File: src/rtl/gpio_pkg.sv
// Shared constants for the GPIO LED path: parameter defaults and reset values.
// Latency: n/a (declarations only).
// Backpressure: n/a.
package gpio_pkg;

   localparam int N_LED_DEF      = 8;
   localparam int PWM_BITS_DEF   = 8;
   localparam int PRESC_BITS_DEF = 16;
   localparam int BLINK_BITS     = 8;

   localparam logic BLINK_PHASE_RST = 1'b1;
   localparam logic LED_OUT_RST     = 1'b0;

endpackage

File: src/rtl/led_pwm_ctrl_if.sv
// Register-map side bundle of the LED PWM controller: requests/config in, pin drive out.
// Latency: n/a (wires only).
// Backpressure: none; config is sampled at frame boundaries, outputs are free-running.
interface led_pwm_ctrl_if import gpio_pkg::*; #(
   parameter int N_LED      = N_LED_DEF,
   parameter int PWM_BITS   = PWM_BITS_DEF,
   parameter int PRESC_BITS = PRESC_BITS_DEF
);

   logic [N_LED-1:0]      led_in;
   logic [PWM_BITS-1:0]   duty;
   logic [PRESC_BITS-1:0] presc;
   logic [N_LED-1:0]      blink_ena;
   logic [BLINK_BITS-1:0] blink_period;
   logic [N_LED-1:0]      led_out;
   logic                  frame_strobe;

   // register map side
   modport master (
      output led_in, duty, presc, blink_ena, blink_period,
      input  led_out, frame_strobe
   );

   // LED controller side
   modport slave (
      input  led_in, duty, presc, blink_ena, blink_period,
      output led_out, frame_strobe
   );

endinterface

File: src/rtl/led_pwm_ctrl_tick_gen.sv
// Prescaler: emits a one-cycle tick every presc+1 cycles (presc = 0 -> every cycle).
// Latency: tick is combinational from the count; the count wraps on the cycle after tick.
// Backpressure: none; a reduced presc makes the >= compare wrap at once, so it never overruns.
module tick_gen #(
   parameter int W = 16
) (
   input  logic         clk,
   input  logic         rst_n,
   input  logic [W-1:0] presc,
   output logic         tick
);

   logic [W-1:0] presc_cnt;

   assign tick = (presc_cnt >= presc);

   // free-running divider count, cleared on every tick
   always_ff @(posedge clk or negedge rst_n) begin
      if (!rst_n) begin
         presc_cnt <= '0;
      end else if (tick) begin
         presc_cnt <= '0;
      end else begin
         presc_cnt <= presc_cnt + 1'b1;
      end
   end

endmodule

File: src/rtl/led_pwm_ctrl.sv
// LED driver: shared PWM brightness plus optional per-LED blink (macro LED_PWM_BLINK_EN).
// Latency: config lands at the frame-end shadow load; led_out registered 1 cycle after compare.
// Backpressure: none; inputs are sampled only at frame boundaries so pins never glitch.
module led_pwm_ctrl import gpio_pkg::*; #(
   parameter int N_LED      = N_LED_DEF,
   parameter int PWM_BITS   = PWM_BITS_DEF,
   parameter int PRESC_BITS = PRESC_BITS_DEF
) (
   input  logic          ACLK,
   input  logic          ARESETn,
   led_pwm_ctrl_if.slave bus
);

   logic                  tick;
   logic                  frame_end;
   logic                  pwm_on;
   logic [PWM_BITS-1:0]   pwm_cnt;
   logic [N_LED-1:0]      led_sh;
   logic [PWM_BITS-1:0]   duty_sh;
   logic [N_LED-1:0]      blink_mask;
   logic [N_LED-1:0]      led_out_q;
   logic                  frame_strobe_q;

   tick_gen #(.W(PRESC_BITS)) u_tick_gen (
      .clk   (ACLK),
      .rst_n (ARESETn),
      .presc (bus.presc),
      .tick  (tick)
   );

   assign frame_end = tick & (&pwm_cnt);

   // all-ones duty means fully on, not (2^N-1)/2^N
   assign pwm_on = (&duty_sh) | (pwm_cnt < duty_sh);

   // PWM position within the frame, wraps naturally at all-ones
   always_ff @(posedge ACLK or negedge ARESETn) begin
      if (!ARESETn) begin
         pwm_cnt <= '0;
      end else if (tick) begin
         pwm_cnt <= pwm_cnt + 1'b1;
      end
   end

   // double-buffered config: captured only at frame end, strobe follows one cycle later
   always_ff @(posedge ACLK or negedge ARESETn) begin
      if (!ARESETn) begin
         led_sh         <= '0;
         duty_sh        <= '0;
         frame_strobe_q <= 1'b0;
      end else begin
         frame_strobe_q <= frame_end;
         if (frame_end) begin
            led_sh  <= bus.led_in;
            duty_sh <= bus.duty;
         end
      end
   end

`ifdef LED_PWM_BLINK_EN
   logic [N_LED-1:0]      blink_ena_sh;
   logic [BLINK_BITS-1:0] blink_period_sh;
   logic [BLINK_BITS-1:0] frame_cnt;
   logic                  blink_phase;

   // blink state; decisions use the period being loaded so on/off takes effect at this boundary
   always_ff @(posedge ACLK or negedge ARESETn) begin
      if (!ARESETn) begin
         blink_ena_sh    <= '0;
         blink_period_sh <= '0;
         frame_cnt       <= '0;
         blink_phase     <= BLINK_PHASE_RST;
      end else if (frame_end) begin
         blink_ena_sh    <= bus.blink_ena;
         blink_period_sh <= bus.blink_period;
         if ((bus.blink_period == '0) || (bus.blink_period != blink_period_sh)) begin
            frame_cnt   <= '0;
            blink_phase <= BLINK_PHASE_RST;
         end else if ((frame_cnt + 1'b1) == bus.blink_period) begin
            frame_cnt   <= '0;
            blink_phase <= ~blink_phase;
         end else begin
            frame_cnt   <= frame_cnt + 1'b1;
         end
      end
   end

   assign blink_mask = ~blink_ena_sh | {N_LED{blink_phase}};
`else
   // blink inputs stay on the bus but have no effect in this build
   logic unused_blink;
   assign unused_blink = ^{bus.blink_ena, bus.blink_period};
   assign blink_mask   = {N_LED{BLINK_PHASE_RST}};
`endif

   // registered pin drive
   always_ff @(posedge ACLK or negedge ARESETn) begin
      if (!ARESETn) begin
         led_out_q <= {N_LED{LED_OUT_RST}};
      end else begin
         led_out_q <= led_sh & {N_LED{pwm_on}} & blink_mask;
      end
   end

   assign bus.led_out      = led_out_q;
   assign bus.frame_strobe = frame_strobe_q;

endmodule

File: src/flat_wrapper.sv
// flat-port wrapper written by rule: the top's interface ports become plain ports
module led_pwm_ctrl_flat import gpio_pkg::*;
#(
   parameter int N_LED      = N_LED_DEF,
   parameter int PWM_BITS   = PWM_BITS_DEF,
   parameter int PRESC_BITS = PRESC_BITS_DEF
)
  (ACLK, ARESETn, bus_led_in, bus_duty, bus_presc, bus_blink_ena, bus_blink_period, bus_led_out, bus_frame_strobe);
  led_pwm_ctrl_if #(.N_LED(N_LED), .PWM_BITS(PWM_BITS), .PRESC_BITS(PRESC_BITS)) bus_i ();
  input  logic ACLK;
  input  logic ARESETn;
  input wire logic [$bits(bus_i.led_in)-1:0] bus_led_in;
  input wire logic [$bits(bus_i.duty)-1:0] bus_duty;
  input wire logic [$bits(bus_i.presc)-1:0] bus_presc;
  input wire logic [$bits(bus_i.blink_ena)-1:0] bus_blink_ena;
  input wire logic [$bits(bus_i.blink_period)-1:0] bus_blink_period;
  output wire logic [$bits(bus_i.led_out)-1:0] bus_led_out;
  output wire logic [$bits(bus_i.frame_strobe)-1:0] bus_frame_strobe;
  assign bus_i.led_in = bus_led_in;
  assign bus_i.duty = bus_duty;
  assign bus_i.presc = bus_presc;
  assign bus_i.blink_ena = bus_blink_ena;
  assign bus_i.blink_period = bus_blink_period;
  assign bus_led_out = bus_i.led_out;
  assign bus_frame_strobe = bus_i.frame_strobe;
  led_pwm_ctrl #(.N_LED(N_LED), .PWM_BITS(PWM_BITS), .PRESC_BITS(PRESC_BITS)) u_core (.ACLK(ACLK), .ARESETn(ARESETn), .bus(bus_i));
endmodule
File: config.mk
export PLATFORM = sky130hd
export DESIGN_NAME = led_pwm_ctrl_flat
export DESIGN_NICKNAME = d
export VERILOG_FILES = /design/src/rtl/gpio_pkg.sv /design/src/rtl/led_pwm_ctrl_if.sv /design/src/rtl/led_pwm_ctrl_tick_gen.sv /design/src/rtl/led_pwm_ctrl.sv /design/src/flat_wrapper.sv
export SDC_FILE = /design/constraint.sdc
export NUM_CORES = 1
export LEC_CHECK = 0
export ABC_AREA = 1
export BUFFER_PORTS_ARGS = -buffer_cell sky130_fd_sc_hd__buf_2
export CORE_MARGIN = 1
export CORE_UTILIZATION = 49
export CTS_CLUSTER_SIZE = 20
export DETAILED_ROUTE_END_ITERATION = 8
export PLACE_DENSITY = 0.78
export SETUP_SLACK_MARGIN = 0.15
export SYNTH_ARGS = -nofsm -noshare
export SYNTH_HDL_FRONTEND = slang
export SYNTH_SLANG_ARGS = --single-unit
File: constraint.sdc
create_clock -name ACLK -period 1.65 [get_ports ACLK]
set_input_delay 0 -clock ACLK [delete_from_list [all_inputs] [get_ports ACLK]]
set_output_delay 0 -clock ACLK [all_outputs]
set_load 0.02 [all_outputs]
==> results of run 1 <==
## tightest hold or removal path: cells and delay by family
kind,cells,cell delay [ps]
buffers and inverters,3,1120
## area by class of cell
cell class,instances,share of cell area [%]
Multi-Input combinational cell,230,42.8
Sequential cell,49,29.8
Timing Repair Buffer,100,18.5
Inverter,44,4.07
Tap cell,70,2.13
Clock buffer,6,1.76
Clock inverter,2,0.943
## per-stage QoR
step / cell area [sq um] / instances / worst slack, ps / power [W] / setup TNS [ps]
2_1_floorplan: 2750 / 327 / 99.0 / 0.00232 / 0
3_3_place_gp: 3190 / 456 / -74.3 / 0.00272 / -1050
3_5_place_dp: 3190 / 456 / -154 / 0.00280 / -3680
4_1_cts: 3840 / 496 / -43.5 / 0.00404 / -903
5_1_grt: 4120 / 501 / -248 / 0.00482 / -7840
6_report: 4120 / 501 / -183 / 0.00459 / -4270
## logic make-up after synthesis
logic type,Yosys count,share of synthesized area (%)
AND/OR/NAND/NOR,162,26.3
buffers and inverters,50,7.57
flip-flops,49,44.7
AO/OA/AOI/OAI,29,6.24
adder cells (fa/ha/maj),25,11.4
XOR/XNOR,12,3.83
## placed cells by master (no fill, tap or decap), drive strengths merged, types with 6 or more instances in the layout
cell type,count
nand2,93
dlygate4sd3,17
dfrtp,49
buf,83
clkbuf,6
nor2,31
a21oi,11
nor3,9
o21ai,7
a21boi,8
xor2,11
ha,25
inv,44
nand3,24
## routing by layer
layer	share of wire [%]	wire, um	vias up
met5	0	0	-
met4	5.3	464	0
met3	5.1	454	46
met2	52	4620	126
met1	37	3290	1366
li1	-	-	1260
## flip-flops by register name (all words and copies together), names as in the netlist
register / count
u_core.led_sh: 8
u_core.duty_sh: 8
u_core.bus.led_out: 8
u_core.bus.frame_strobe: 1
u_core.pwm_cnt: 8
u_core.u_tick_gen.presc_cnt: 16
## cell usage after synthesis (all sizes together)
master  count  area, sq um
xor2       11         96.3
nand4       3         18.8
nor2       31          116
nand2      91          352
nor3b       1         7.51
buf         6         42.5
o21a        1         7.51
a211oi      1         7.51
a21boi      8         60.1
nor3        9         56.3
dfrtp      49         1230
ha         25          313
nor4        3         33.8
a31oi       1         6.26
o21ai       7         35.0
xnor2       1         8.76
nand3      24          138
a21oi      11         55.1
inv        44          165
## worst paths after layout
path	start	end	slack (ps)	depth (start not counted)
max reg2reg	u_core.u_tick_gen.presc_cnt[3]	u_core.pwm_cnt[4]	-180	12
min in group ACLK	bus_duty[1]	u_core.duty_sh[1]	450	4
min	ARESETn	u_core.bus.led_out[4]	320	3
max	u_core.u_tick_gen.presc_cnt[3]	u_core.pwm_cnt[4]	-180	12
max in group asynchronous	ARESETn	u_core.led_sh[1]	900	3
min reg2reg	u_core.duty_sh[2]	u_core.duty_sh[2]	500	2
## power groups by stage
stage / Clock, W / Sequential [W] / Combinational [W]
2_1_floorplan: 0 / 0.00155 / 0.000772
3_3_place_gp: 0 / 0.00154 / 0.00117
3_5_place_dp: 0 / 0.00155 / 0.00125
4_1_cts: 0.000873 / 0.00153 / 0.00164
5_1_grt: 0.000939 / 0.00157 / 0.00231
6_report: 0.000887 / 0.00156 / 0.00215
## what timing repair did
item | 4_1_cts | 5_1_grt
endpoints found under the setup margin | 49 | 49
hold buffers | 17 | 0
endpoints found under the hold margin | 65 | 0
gates cloned | 5 | 0
pin swaps | 10 | 20
setup buffers | 10 | 5
resized for setup | 57 | 59
==> out/qor.csv, run 1 <==
stage,metric,value,unit
status,status,"finished, violations left",
status,violated checks,setup timing,
floorplan,row count,26,
placement,I/O Buffers,42,
clock_tree,TritonCTS Buffers,5,
grt,grt peak-use layer,met2,
grt,first-pass GRT wire length,12300,um
clock_tree,"Clk pin slew, worst setup/hold paths",90,ps
timing,fin crit share,111,%
synthesis,Mapped Cells,327,
grt,vias in the first global route,2776,
critical_path,crit path cell chain,"ha_4, nand2_2, nor2_2, nor2_1, nand2_1, nand2_2, nand2_4, nand2_8, nand2_8, buf_12, nand2_2, o21ai_1",
job,MaxCap Viol Count,0,
final_layout,nets,505,
synthesis,post-synth cell types,26,
detailed_routing,wire per inst,17.6,um
timing,Max-slew headroom,57.1,%
floorplan,Initial Util,52.4,%
grt,initial antenna violation count,0,
timing,Hold WS,324,ps
power,P_int,0.00276,W
timing,final hold violations,0,
grt,met2 usage,49.2,%
critical_path,Buf/Inv on CP,1,
critical_path,startpoint types,register,
grt,gr usage total,27.1,%
clock_tree,clock sinks,49,
floorplan,Die Footprint,0.00591,sq mm
floorplan,I/O pin count,59,
final_layout,register area,0.00123,sq mm
timing,worst setup margin,-183,ps
grt,largest net degree at the start of global routing,50,
floorplan,Core Region,0.00524,sq mm
synthesis,post-synthesis cell area,0.00275,sq mm
grt,met1 usage,29.3,%
critical_path,CP endpoint kind,register,
clock_tree,clock tree from TritonCTS,done,
detailed_routing,vias per cell,5.58,
synthesis,#FFs+latches synth,49,
power,Switching Share,39.9,%
detailed_routing,DRC viols,0,
critical_path,CP Class,register to register,
timing,fmax,0.546,GHz
clock_tree,Skew-Pair Late Insertion Delay,310,ps
timing,worst-margin pin slew,644,ps
hold_path,HP Class,primary input to async pin,
power,share of power burned in registers,33.9,%
final_layout,filler cell count,322,
synthesis,Yosys warnings,0,
synthesis,Syn Nets,402,
clock_tree,htree depth,2,
final_layout,# diodes,0,
detailed_routing,drt initial violations,177,
timing,clk_skew,5.13,ps
clock_tree,CTS Buffer Depth,2,
floorplan,die span in x,76.9,um
power,P_leak,2.08,nW
grt,grt ovf,0,
clock_tree,Root Buffer,clkbuf_8,
power,Max VDD drop,0.881,mV
synthesis,sequential-to-total area share from yosys stat,44.7,%
floorplan,DIE HEIGHT,76.9,um
detailed_routing,vias,2798,
power,Clk pwr share,19.3,%
timing,unrepaired setup endpoints after global routing,true,
final_layout,synthesis-to-finish area growth,49.9,%
critical_path,Worst Path Required,1870,ps
timing,min Tclk post-route,1830,ps
final_layout,area occupied by multi-input gates,0.00176,sq mm
grt,met3 Usage GRT,5.83,%
detailed_routing,drt total wl,8830,um
detailed_routing,1st-pass router iterations,4,
final_layout,final design utilization,78.6,%
placement,gpl congestion,0.832,
critical_path,Worst Path Arrival,2060,ps
critical_path,Crit path max-delay family,simple AND/OR/NAND/NOR gates,
synthesis,mean post-synth cell area,8.39,sq um
critical_path,crit-path max FO,7,
power,pwr dens,1120,mW/mm^2
detailed_routing,Routed Antenna Nets,0,
placement,detailed placer's ending HPWL,4240,um
power,part of the power in combinational logic,46.8,%
critical_path,most frequent CP cell,nand2_2,
final_layout,share of layout cells above drive strength 1,39.2,%
critical_path,Crit-path slowest cell,dfrtp_1,
critical_path,"slowest stage delay, CP",440,ps
timing,"Slew Viols, Final",0,
power,switching power total,0.00183,W
timing,final setup vio count,41,
Power figures use the tool's default switching activity.
==> run 2, diff against run 1 <==
--- a/config.mk
+++ b/config.mk
@@ -12,7 +12,7 @@
 export CTS_CLUSTER_SIZE = 20
 export DETAILED_ROUTE_END_ITERATION = 8
 export PLACE_DENSITY = 0.78
-export SETUP_SLACK_MARGIN = 0.15
+export SETUP_SLACK_MARGIN = 0.1
 export SYNTH_ARGS = -nofsm -noshare
 export SYNTH_HDL_FRONTEND = slang
 export SYNTH_SLANG_ARGS = --single-unit
==> run 2 against run 1 <==
The run still ends with setup timing left. First-iteration DRC count grew 7.9%. Sequential share of layout area grew 0.42 points. Sequential power is essentially flat. Global-route usage shrank 1.1 points. Register-to-register slack lost 80 ps. Worst hold slack lost 2.8 ps. Final area shrank 1.4%. Combinational power shrank 4%. Via count shrank 0.64%. Clock-buffer cell count grew 1. Clock power shrank 8.8%. Flip-flop and latch count is the same. Largest power group unchanged. Highest routed layer unchanged.
==> out/qor.csv, run 2 (synthesis gave the netlist of run 1 again) <==
stage,metric,value,unit
placement,pre-CTS setup slack,-128,ps
clock_tree,Skew-Pair Late Insertion Delay,320,ps
timing,fmax,0.522,GHz
timing,Max-slew headroom,58.4,%
final_layout,"most common cell after layout, fill and taps aside",nand2_1,
critical_path,most frequent CP cell,nand2_1,
floorplan,I/O pin count,59,
clock_tree,clock tree from TritonCTS,done,
timing,fin crit share,116,%
critical_path,reg2reg start,u_core.u_tick_gen.presc_cnt[3],
hold_path,HP Class,primary input to async pin,
floorplan,row count,26,
critical_path,Worst Path Required,1860,ps
timing,final hold violations,0,
timing,Sum Neg Setup Slack,-8330,ps
detailed_routing,vias,2780,
floorplan,Core Region,0.00524,sq mm
final_layout,Biggest register,u_core.u_tick_gen.presc_cnt,
status,status,"finished, violations left",
detailed_routing,drt initial violations,191,
placement,gpl congestion,0.861,
final_layout,most frequent cells in the layout,"nand2_1 (72), dfrtp_1 (49), buf_2 (42), inv_1 (40), buf_4 (32)",
detailed_routing,1st-pass router iterations,6,
timing,"Slew Viols, Final",0,
timing,Hold WS,321,ps
critical_path,CP Class,register to register,
critical_path,"slowest stage delay, CP",440,ps
timing,worst setup margin,-264,ps
job,MaxCap Viol Count,0,
critical_path,Crit-path slowest cell,dfrtp_1,
status,violated checks,setup timing,
clock_tree,clock sinks,49,
final_layout,"Design Area, Final",0.00406,sq mm
grt,initial antenna violation count,0,
clock_tree,TritonCTS Buffers,5,
floorplan,DIE HEIGHT,76.9,um
critical_path,startpoint types,register,
timing,min Tclk post-route,1910,ps
critical_path,crit path cell chain,"ha_4, nand2_2, nor2_1, nor2_1, nand2_1, nand2_1, nand2_2, nand2_4, nand2_8, buf_12, clkinv_8, nand2_1, nand2_1",
grt,gr usage total,26.0,%
timing,clk_skew,10.3,ps
final_layout,share of layout cells above drive strength 1,36.8,%
critical_path,Buf/Inv on CP,2,
detailed_routing,drt total wl,8750,um
power,pwr dens,1090,mW/mm^2
grt,first-pass GRT wire length,11900,um
clock_tree,CTS Buffer Depth,2,
clock_tree,Root Buffer,clkbuf_8,
final_layout,final design utilization,77.5,%
critical_path,Crit path max-delay family,simple AND/OR/NAND/NOR gates,
detailed_routing,Routed Antenna Nets,0,
placement,I/O Buffers,42,
detailed_routing,wire per inst,17.5,um
critical_path,crit path from,u_core.u_tick_gen.presc_cnt[3],
clock_tree,"Clk pin slew, worst setup/hold paths",100,ps
power,P_leak,2.15,nW
detailed_routing,vias per cell,5.57,
floorplan,die span in x,76.9,um
final_layout,nets,503,
grt,grt ovf,0,
timing,final setup vio count,43,
final_layout,filler cell count,302,
power,Max VDD drop,0.713,mV
critical_path,CP endpoint kind,register,
placement,Placement Cell Area,0.00319,sq mm
floorplan,Die Footprint,0.00591,sq mm
critical_path,Worst Path Arrival,2130,ps
critical_path,crit-path max FO,8,
grt,largest net degree at the start of global routing,50,
detailed_routing,DRC viols,0,
timing,worst-margin pin slew,624,ps
placement,detailed placer's ending HPWL,3960,um
final_layout,synthesis-to-finish area growth,47.8,%
timing,unrepaired setup endpoints after global routing,true,
grt,vias in the first global route,2651,
floorplan,Initial Util,52.4,%
final_layout,Largest register FFs,16,
clock_tree,htree depth,2,
final_layout,# diodes,0,
[run 2: changes by cell type in the layout (fill, tap and decap cells not counted), moves of 3 or more]
| cell | change |
|---|---|
| nand2_2 | -4 |
| nand2_4 | +5 |
| nor2_1 | +6 |
| o21ai_1 | -3 |
| nand3_2 | -5 |
| nand3_1 | +6 |
| nor2_4 | -7 |
| buf_4 | -3 |
[run 2: worst register-to-register path: cells and delay by family, from the launching register on]
family / cells / cell delay [ps]
and+or+nand+nor: 10 / 900
DFF: 1 / 440
adders and majority gates: 1 / 300
buffers and inverters: 2 / 190
[run 2: repair_timing]
item / in CTS / in global routing
hold buffers: 17 / 0
endpoints found under the setup margin: 48 / 49
buffers inserted: 4 / 8
gates resized for setup: 33 / 66
cloned: 4 / 1
hold endpoints to repair: 65 / 0
pin swaps: 4 / 15
[run 2: power breakdown]
group          total (W)  internal (W)  switching, W
Sequential       0.00156       0.00138      0.000188
Combinational    0.00206      0.000900       0.00116
Clock           0.000809      0.000380      0.000429
[run 2: layout make-up]
type / instances / area [sq um] / share of cell area, %
Timing Repair Buffer: 98 / 767 / 18.9
Clock inverter: 1 / 5.00 / 0.123
Multi-Input combinational cell: 230 / 1700 / 41.8
Tap cell: 70 / 87.6 / 2.16
Sequential cell: 49 / 1230 / 30.2
Inverter: 44 / 178 / 4.38
Clock buffer: 7 / 96.3 / 2.37
[run 2: stage by stage]
| step | power (W) | cells |
|---|---|---|
| final | 0.00443 | 499 |
| after global routing | 0.00466 | 499 |
| after CTS | 0.00371 | 490 |
| after detailed placement | 0.00279 | 457 |
| after global placement | 0.00272 | 457 |
| after floorplan | 0.00232 | 327 |
[run 2: routing by layer]
metal | up-vias | track usage (%) | routed length [um] | part of all wire, %
li1 | 1250 | - | - | -
met1 | 1337 | 29.0 | 3380 | 39
met2 | 148 | 45.9 | 4400 | 50
met3 | 45 | 5.24 | 509 | 5.8
met4 | 0 | 14.8 | 465 | 5.3
met5 | - | 0 | 0 | 0
[run 2: worst paths after layout]
path                            depth (start not counted)                        endpoint  slack, ps
worst min register to register                          2                u_core.led_sh[7]        480
worst max-delay path                                   13               u_core.pwm_cnt[6]       -260
min in group ACLK                                       4               u_core.duty_sh[5]        440
max in group asynchronous                               3  u_core.u_tick_gen.presc_cnt[0]        910
worst max register to register                         13               u_core.pwm_cnt[6]       -260
worst min-delay path                                    3                u_core.led_sh[1]        320
==> run 3, diff against run 2 <==
--- a/config.mk
+++ b/config.mk
@@ -5,13 +5,12 @@
 export SDC_FILE = /design/constraint.sdc
 export NUM_CORES = 1
 export LEC_CHECK = 0
-export ABC_AREA = 1
 export BUFFER_PORTS_ARGS = -buffer_cell sky130_fd_sc_hd__buf_2
 export CORE_MARGIN = 1
-export CORE_UTILIZATION = 49
+export CORE_UTILIZATION = 58
 export CTS_CLUSTER_SIZE = 20
 export DETAILED_ROUTE_END_ITERATION = 8
-export PLACE_DENSITY = 0.78
+export PLACE_DENSITY = 0.87
 export SETUP_SLACK_MARGIN = 0.1
 export SYNTH_ARGS = -nofsm -noshare
 export SYNTH_HDL_FRONTEND = slang
==> constraint.sdc (replaced) <==
create_clock -name ACLK -period 2.4 [get_ports ACLK]
set_input_delay 0 -clock ACLK [delete_from_list [all_inputs] [get_ports ACLK]]
set_output_delay 0 -clock ACLK [all_outputs]
set_load 0.02 [all_outputs]
==> run 3 against run 2 <==
The run ends with DRC left. Non-clock buffer count decreased by 30. Synthesized cell count decreased by 28%. Total power decreased by 60%. Critical path type unchanged. Highest routed layer unchanged.
==> out/qor.csv, run 3 <==
stage,metric,value,unit
job,MaxCap Viol Count,0,
synthesis,async set-reset flop share out of synthesis,100,%
critical_path,worst r2r path cells,9,
clock_tree,TritonCTS Buffers,5,
grt,vias in the first global route,2026,
synthesis,Mapped Cells,237,
clock_tree,clock tree from TritonCTS,done,
grt,first-pass GRT wire length,8960,um
power,pwr dens,551,mW/mm^2
hold_path,HP Class,primary input to async pin,
clock_tree,Skew-Pair Late Insertion Delay,320,ps
floorplan,row count,24,
final_layout,Largest register FFs,16,
detailed_routing,DRC viols,1,
synthesis,"Top FF cell, synth",dfrtp_1,
synthesis,synth cell count leaders,"dfrtp_1 (49), inv_1 (30), ha_1 (25)",
critical_path,CP Class,register to register,
floorplan,Core Region,0.00435,sq mm
critical_path,Crit path max-delay family,compound AO/OA/AOI/OAI gates,
timing,worst-margin pin slew,1050,ps
final_layout,most frequent cells in the layout,"dfrtp_1 (49), buf_2 (42), inv_1 (30), ha_1 (25), nor2_1 (18)",
grt,largest net degree at the start of global routing,50,
grt,grt ovf,0,
final_layout,filler cell count,279,
placement,pre-CTS setup slack,50.5,ps
status,violated checks,DRC,
detailed_routing,drt initial violations,130,
grt,gr usage total,23.9,%
critical_path,CP endpoint kind,register,
detailed_routing,1st-pass router iterations,6,
detailed_routing,vias per cell,5.42,
status,status,"finished, violations left",
synthesis,sequential-to-total area share from yosys stat,46.8,%
floorplan,Die Footprint,0.00479,sq mm
final_layout,synthesis-to-finish area growth,23.2,%
final_layout,"Design Area, Final",0.00323,sq mm
synthesis,Yosys warnings,0,
floorplan,die span in x,69.2,um
synthesis,"area leader, netlist",dfrtp_1,
detailed_routing,wire per inst,14.7,um
clock_tree,Root Buffer,clkbuf_8,
critical_path,Crit-path slowest cell,dfrtp_1,
synthesis,post-synthesis cell area,0.00262,sq mm
final_layout,share of layout cells above drive strength 1,27.2,%
clock_tree,"Clk pin slew, worst setup/hold paths",100,ps
critical_path,Buf/Inv on CP,2,
detailed_routing,vias,1956,
critical_path,flop2flop setup slack,70,ps
floorplan,I/O pin count,59,
placement,gpl congestion,0.759,
timing,min Tclk post-route,2330,ps
floorplan,DIE HEIGHT,69.2,um
final_layout,nets,383,
critical_path,"slowest stage delay, CP",370,ps
critical_path,reg2reg end,u_core.led_sh[6],
timing,worst setup margin,74.5,ps
timing,fin crit share,96.9,%
synthesis,#FFs+latches synth,49,
final_layout,# diodes,0,
timing,Hold WS,404,ps
final_layout,"most common cell after layout, fill and taps aside",dfrtp_1,
timing,unrepaired setup endpoints after global routing,true,
critical_path,crit path cell chain,"inv_1, ha_1, nand2b_4, a2111oi_4, o311ai_4, a22oi_2, and3b_1, buf_12, mux2_4",
detailed_routing,drt total wl,5290,um
timing,Sum Neg Setup Slack,0,ps
power,P_leak,1.69,nW
placement,Placement Cell Area,0.00291,sq mm
timing,Max-slew headroom,30.0,%
synthesis,Syn Nets,312,
timing,"Slew Viols, Final",0,
critical_path,crit-path max FO,17,
synthesis,post-synth cell types,33,
timing,final hold violations,0,
placement,I/O Buffers,42,
synthesis,top-count cell post-synth,dfrtp_1,
placement,detailed placer's ending HPWL,3590,um
floorplan,Initial Util,60.2,%
synthesis,number of synthesized flops with an enable pin,0,
synthesis,Area contributors post-synth,"dfrtp_1 (47%), ha_1 (12%), mux2_4 (5.2%), inv_1 (4.3%), mux2_2 (3.4%)",
timing,final setup vio count,0,
power,Max VDD drop,0.456,mV
clock_tree,htree depth,2,
final_layout,Biggest register,u_core.u_tick_gen.presc_cnt,
power,overall power,0.00178,W
clock_tree,clock sinks,49,
clock_tree,CTS Buffer Depth,2,
critical_path,Worst Path Arrival,2530,ps
critical_path,startpoint types,register,
detailed_routing,Routed Antenna Nets,0,
timing,fmax,0.430,GHz
critical_path,Worst Path Required,2600,ps
critical_path,reg2reg start,u_core.u_tick_gen.presc_cnt[0],
timing,clk_skew,14.4,ps
synthesis,mean post-synth cell area,11.1,sq um
grt,initial antenna violation count,0,
synthesis,Synth top area share,46.8,%
## run 3: where the power goes
part / leakage [nW] / internal (W) / switching (W) / total (W)
Clock: 0.0447 / 0.000211 / 0.000293 / 0.000504
Sequential: 0.671 / 0.000877 / 0.0000620 / 0.000939
Combinational: 0.972 / 0.000172 / 0.000164 / 0.000336
## run 3: area by class of cell
type                    count  area [sq um]  share of cell area [%]
well taps                  52          65.1                    2.01
clock inverters             3          25.0                   0.775
repair buffers             68           460                    14.3
inverters                  30           113                    3.49
flip-flops and latches     49          1230                    38.0
clock buffers               5          68.8                    2.13
multi-input cells         154          1270                    39.4
## run 3: worst max-delay path by stage
stage	slack, ps	cells past startpoint	from	endpoint
after detailed placement	50	8	u_core.u_tick_gen.presc_cnt[13]	u_core.led_sh[3]
after CTS	100	9	u_core.u_tick_gen.presc_cnt[0]	u_core.led_sh[6]
after floorplan	70	10	u_core.u_tick_gen.presc_cnt[0]	u_core.duty_sh[0]
after global placement	110	8	u_core.u_tick_gen.presc_cnt[13]	u_core.led_sh[0]
after global routing	20	9	u_core.u_tick_gen.presc_cnt[0]	u_core.led_sh[6]
final	70	9	u_core.u_tick_gen.presc_cnt[0]	u_core.led_sh[6]
## run 3: stage by stage
| step | instances | util [%] |
|---|---|---|
| floorplan | 237 | - |
| finish | 361 | 74.2 |
| detailed placement | 331 | 66.8 |
| global placement | 331 | 66.8 |
| global route | 361 | 74.2 |
| CTS | 357 | 73.3 |
## run 3: logic make-up after synthesis
kind of cell	synth area share (%)
AO/OA/AOI/OAI	8.02
XOR/XNOR	5.68
AND/OR/NAND/NOR	13.2
adder cells (fa/ha/maj)	11.9
buffers and inverters	5.82
flip-flops	46.8
multiplexers	8.59
## run 3: routing by layer
layer  up-vias  GRT usage [%]  routed length (um)
met5         -              0                   0
met4         0           10.4                 140
met3        16           5.09                 204
met2        59           41.2                2740
met1       938           28.7                2200
li1        943              -                   -
## run 3: what timing repair did
item / CTS / global route
resized for setup: 2 / 1
setup endpoints to repair: 16 / 16
buffers inserted: 1 / 4
hold buffers: 17 / 0
pin swaps: 1 / 1
hold endpoints to repair: 65 / 0
cloned: 0 / 0
